## src/rtl/snn_pkg.sv

```systemverilog
// Shared fixed-point helpers for the spiking network: value widths, the
// exponential-style decay rule and saturating/clamping arithmetic.
package snn_pkg;

  localparam int VAL_W   = 8;
  localparam int ARITH_W = 10;

  typedef logic [VAL_W-1:0]          val_t;
  typedef logic signed [ARITH_W-1:0] arith_t;

  localparam val_t VAL_MAX = 8'd255;

  // Decay by x>>shift, falling back to a unit step so every value reaches zero.
  function automatic val_t decay(input val_t x, input int shift);
    val_t d;
    d = x >> shift;
    if (x == 8'd0) begin
      return 8'd0;
    end else if (d == 8'd0) begin
      return x - 8'd1;
    end else begin
      return x - d;
    end
  endfunction

  function automatic val_t sat_add(input val_t a, input val_t b);
    logic [VAL_W:0] s;
    s = {1'b0, a} + {1'b0, b};
    if (s[VAL_W]) begin
      return VAL_MAX;
    end else begin
      return s[VAL_W-1:0];
    end
  endfunction

  function automatic val_t clamp_val(input arith_t v, input arith_t lo, input arith_t hi);
    if (v < lo) begin
      return val_t'(lo);
    end else if (v > hi) begin
      return val_t'(hi);
    end else begin
      return val_t'(v);
    end
  endfunction

endpackage

```

## src/rtl/spike_trace.sv

```systemverilog
// Eligibility trace: reloads to full scale on a spike, otherwise decays
// toward zero with the shared decay rule.
module spike_trace
  import snn_pkg::*;
#(
  parameter int TAU_SHIFT = 2
) (
  input  logic       clk,
  input  logic       rst,
  input  logic       spike,
  output logic [7:0] trace
);

  val_t trace_next;

  // Next trace value: reload on spike, decay otherwise.
  always_comb begin
    trace_next = 8'd0;
    if (spike) begin
      trace_next = VAL_MAX;
    end else begin
      trace_next = decay(trace, TAU_SHIFT);
    end
  end

  // Trace register.
  always_ff @(posedge clk or posedge rst) begin
    if (rst) begin
      trace <= 8'd0;
    end else begin
      trace <= trace_next;
    end
  end

endmodule

```

## src/rtl/stdp_synapse.sv

```systemverilog
// Plastic synapse: decaying synaptic current scaled by a weight that is
// adapted by pair-based STDP from pre/post spike traces.
module stdp_synapse
  import snn_pkg::*;
#(
  parameter int W_INIT    = 64,
  parameter int W_MIN     = 0,
  parameter int W_MAX     = 255,
  parameter int TAU_SHIFT = 2,
  parameter int CUR_SHIFT = 1,
  parameter int LTP_SHIFT = 3,
  parameter int LTD_SHIFT = 4
) (
  input  logic       clk,
  input  logic       rst,
  input  logic       learn_en,
  input  logic       pre_spike,
  input  logic       post_spike,
  output logic [7:0] current,
  output logic [7:0] weight,
  output logic [7:0] pre_trace,
  output logic [7:0] post_trace
);

  arith_t ltp;
  arith_t ltd;
  arith_t w_sum;
  val_t   weight_next;
  val_t   current_next;
  val_t   pre_drive;

  spike_trace #(.TAU_SHIFT(TAU_SHIFT)) u_pre_trace (
    .clk   (clk),
    .rst   (rst),
    .spike (pre_spike),
    .trace (pre_trace)
  );

  spike_trace #(.TAU_SHIFT(TAU_SHIFT)) u_post_trace (
    .clk   (clk),
    .rst   (rst),
    .spike (post_spike),
    .trace (post_trace)
  );

  // STDP update from the registered (pre-reload) traces; clamped once.
  always_comb begin
    ltp         = 10'sd0;
    ltd         = 10'sd0;
    w_sum       = 10'sd0;
    weight_next = weight;
    if (post_spike) begin
      ltp = arith_t'({2'b00, val_t'(pre_trace >> LTP_SHIFT)});
    end else begin
      ltp = 10'sd0;
    end
    if (pre_spike) begin
      ltd = arith_t'({2'b00, val_t'(post_trace >> LTD_SHIFT)});
    end else begin
      ltd = 10'sd0;
    end
    w_sum = arith_t'({2'b00, weight}) + ltp - ltd;
    if (learn_en) begin
      weight_next = clamp_val(w_sum, arith_t'(W_MIN), arith_t'(W_MAX));
    end else begin
      weight_next = weight;
    end
  end

  // Synaptic current: decay plus the pre-update weight on a presynaptic spike.
  always_comb begin
    pre_drive    = 8'd0;
    current_next = 8'd0;
    if (pre_spike) begin
      pre_drive = weight;
    end else begin
      pre_drive = 8'd0;
    end
    current_next = sat_add(decay(current, CUR_SHIFT), pre_drive);
  end

  // Weight and current registers.
  always_ff @(posedge clk or posedge rst) begin
    if (rst) begin
      weight  <= val_t'(W_INIT);
      current <= 8'd0;
    end else begin
      weight  <= weight_next;
      current <= current_next;
    end
  end

endmodule

```

## config.mk

```make
export PLATFORM = sky130hd
export DESIGN_NAME = stdp_synapse
export DESIGN_NICKNAME = d
export VERILOG_FILES = /design/src/rtl/snn_pkg.sv /design/src/rtl/spike_trace.sv /design/src/rtl/stdp_synapse.sv
export SDC_FILE = /design/constraint.sdc
export NUM_CORES = 1
export LEC_CHECK = 0
export ABC_CLOCK_PERIOD_IN_PS = 6990
export BUFFER_PORTS_ARGS = -buffer_cell sky130_fd_sc_hd__buf_2
export CORE_MARGIN = 3
export CORE_UTILIZATION = 51
export DETAILED_ROUTE_END_ITERATION = 12
export PLACE_DENSITY = 0.76
export SLEW_MARGIN = 20
export SYNTH_ARGS = -nofsm -noshare
export SYNTH_HDL_FRONTEND = slang
export SYNTH_SLANG_ARGS = --single-unit
```

## constraint.sdc

```tcl
create_clock -name clk -period 6.99 [get_ports clk]
set_input_delay 1.0485 -clock clk [delete_from_list [all_inputs] [get_ports clk]]
set_output_delay 1.0485 -clock clk [all_outputs]
set_load 0.02 [all_outputs]
```

==> results by group <==
Run status
  • Run status: complete, no violations

Finish
  • Diode count: 0
  • Multi-input gate area: 0.00203 mm²
  • Area delta synth->final: 11.9%
  • # fillers: 490
  • Reg area: between 800 and 900 µm²
  • Final nets: 434
  • Layout cell share with drive strength beyond 1: 17.4%

Logic synthesis
  • Syn nets: just under 400
  • Yosys top cell area share: 25.4%
  • Mapped Cells: 342
  • Count of cell types in the netlist: 55
  • Post-synthesis async set-or-reset flop share: between 90% and 100%
  • Mapped cell area: 0.00305 mm²
  • Largest cells by area after synthesis: dfrtp_1 25%, ha_1 17%, inv_1 6.0%
  • Seq/Total Area, Yosys: 26.3%
  • Number of synthesized register bits: 32
  • Post-synth EDFFs: 0
  • Main synth FF type: dfrtp_1
  • Syn Area/Cell: 8.93 µm²
  • Ys Warns: 0
  • Post-synth top area cell: dfrtp_1

Die
  • Starting Density: 54.1%
  • Die width: 83.4 µm
  • Die Y-Extent: around 83 µm
  • Die Area: 0.00695 mm²
  • Std-Cell Rows: 27
  • I/O pin total: 37
  • Core box area: 0.00564 mm²

STA
  • Fin. Hold Viols: 0
  • Rel. slew slack: 57.7%
  • Final slew viol count: 0
  • Max Clock Freq: approximately 260 MHz
  • Slew at the pin closest to its max-slew limit: 0.629 ns
  • Final Cycle Share: 54.0%
  • Final period demand of the worst path: ~3.8 ns
  • Total negative slack: 0 ns
  • Clock Skew: 0.00501 ns
  • Endpoints failing setup: 0
  • RSZ-0062 raised after global routing: false

Clocking
  • CTS Hold Buffers Added: 0
  • Inserted Clock Buffers: 5
  • # H-tree levels: 2
  • CTS Buffer Depth: 2
  • Clk_lat worst skew: 0.28 ns
  • CTS resizes: 0
  • Post-CTS Setup Bufs: 0
  • Sink Count: 32
  • Clk slew on worst S/H paths: 0.07 ns
  • CTS tree: done
  • Clk root buf: clkbuf_8

Critical path
  • Worst R2R Start: current[2]
  • CP Capture Type: register
  • R2r endpoint: current[2]
  • R2R Setup Slk: between 3 and 4 ns
  • WS Path Type: reg -> reg
  • Required @ worst endpoint: 7.13 ns
  • Critical Path Source Type: register
  • Critical path arrival: slightly below 4 ns
  • Worst R2R Path Depth: 17
  • Crit path max fanout: 7

Global route
  • Largest net degree at the start of global routing: 23
  • Vias in the first global route: around 2.6k
  • Initial antenna violation count: 0
  • GR Util All Layers: 19.8%
  • Grt total ovfl: 0
  • First-pass GRT wire length: 11.6 mm

Place
  • PortBufs: 36
  • Dpl hpwl: 5.04 mm
  • Gp weighted congestion: 0.836

Hold path
  • Hold worst-path end: u_pre_trace.trace[0]
  • Worst hold path class: reg -> reg
  • Hold_sp: u_pre_trace.trace[0]
  • Worst hold path depth: 2

Routing
  • Via count: 2,490
  • DRC Markers: 0
  • Via density per instance: between 5 and 6
  • Initial DRC Count: 80
  • Drt first pass iters: 5
  • Antenna-violating nets left: 0
  • Final WL: 6.33 mm
  • WL/cell: 14.0 µm

Flow run
  • Max-cap violations: 0
-- cell usage after synthesis, drive strengths merged, types with 2 or more instances --
library cell,n
a211oi,2
a21o,7
a21oi,18
a221oi,4
and2,10
buf,2
clkbuf,4
dfrtp,31
fa,8
ha,42
inv,49
maj3,2
nand2,25
nand2b,4
nand3,7
nor2,24
nor2b,6
nor3,7
nor4,6
o211ai,5
o21a,3
o21ai,8
o21bai,6
o221a,8
o311ai,2
o31a,2
o31ai,4
or2,3
or3,4
xnor2,17
xor2,5
-- metrics by stage --
| stage | hold slack (ns) | setup WS (ns) | util, % | cells | area [µm²] |
|---|---|---|---|---|---|
| finish | 0.610 | 3.21 | 60.5 | 452 | 3420 |
| global route | 0.652 | 2.87 | 60.5 | 452 | 3420 |
| CTS | 0.610 | 3.17 | 60.5 | 452 | 3420 |
| detailed placement | 0.594 | 2.93 | 58.3 | 444 | 3290 |
| global placement | 0.572 | 3.02 | 58.3 | 444 | 3290 |
| floorplan | 0.686 | 3.15 | - | 342 | 3050 |
-- metal layers --
layer  vias to the layer above  wire length [µm]  global-route usage [%]
li1                       1259                 -                       -
met1                      1182              2750                    24.0
met2                        43              3260                    35.7
met3                         6               243                    2.88
met4                         0                76                    6.39
met5                         -                 0                       0
-- worst max-delay path by stage --
stage | endpoint | slack, ns | from
after floorplan | weight[0] | 3.15 | pre_spike
after global placement | weight[2] | 3.02 | pre_spike
after detailed placement | weight[4] | 2.93 | pre_spike
after CTS | current[2] | 3.17 | current[1]
after global routing | current[2] | 2.87 | current[2]
final | current[2] | 3.21 | current[2]
-- logic make-up (layout without fill, tap and decap cells) --
group,Yosys count,after routing,share of synthesized area [%]
buffers and inverters,56,94,7.38
xor gates and xnor gates,22,22,6.31
AOI/OAI and AO/OA,75,75,19.3
DFF,32,32,26.3
muxes,2,2,0.820
and+or+nand+nor,103,103,16.8
adders and majority gates,52,52,23.1
-- cell usage in the layout (no fill, tap or decap), types with 7 or more instances in the layout --
cell      count
a21o_1        7
a21oi_1      17
and2_1       10
buf_2        36
clkbuf_8      7
dfrtp_1      31
fa_1          8
ha_1         42
inv_1        49
nand2_1      25
nand3_1       7
nor2_1       24
nor3_1        7
o21ai_0       7
o221a_2       8
xnor2_1      17
-- critical path: stages (launching register included) --
cell and delay (ns):
dfrtp_1 0.42, inv_1 0.10, ha_1 0.19, nand4_1 0.11
nand2_1 0.07, ha_1 0.21, fa_1 0.41, o21ba_2 0.23
o21bai_1 0.20, a21oi_1 0.10, o21bai_1 0.16, xor2_1 0.16
nor2_1 0.06, ha_1 0.31, o21ai_0 0.16, nor2_1 0.09
a221oi_2 0.48, o21ai_0 0.17
-- final cells by class --
cell class / instances / area share (%)
sequential: 32 / 23.5
timing repair buffer: 37 / 5.49
clock inverter: 1 / 0.879
clock buffer: 7 / 2.82
multi-input combinational: 254 / 59.3
tap: 72 / 2.64
inverter: 49 / 5.38
-- flip-flops by register name (all words and copies together) (netlist names) --
name and count:
current 8, u_post_trace.trace 8, u_pre_trace.trace 8, weight 8
Power is not shown: default switching activity piles up to over one toggle a cycle in this logic, so the estimate is an artifact.
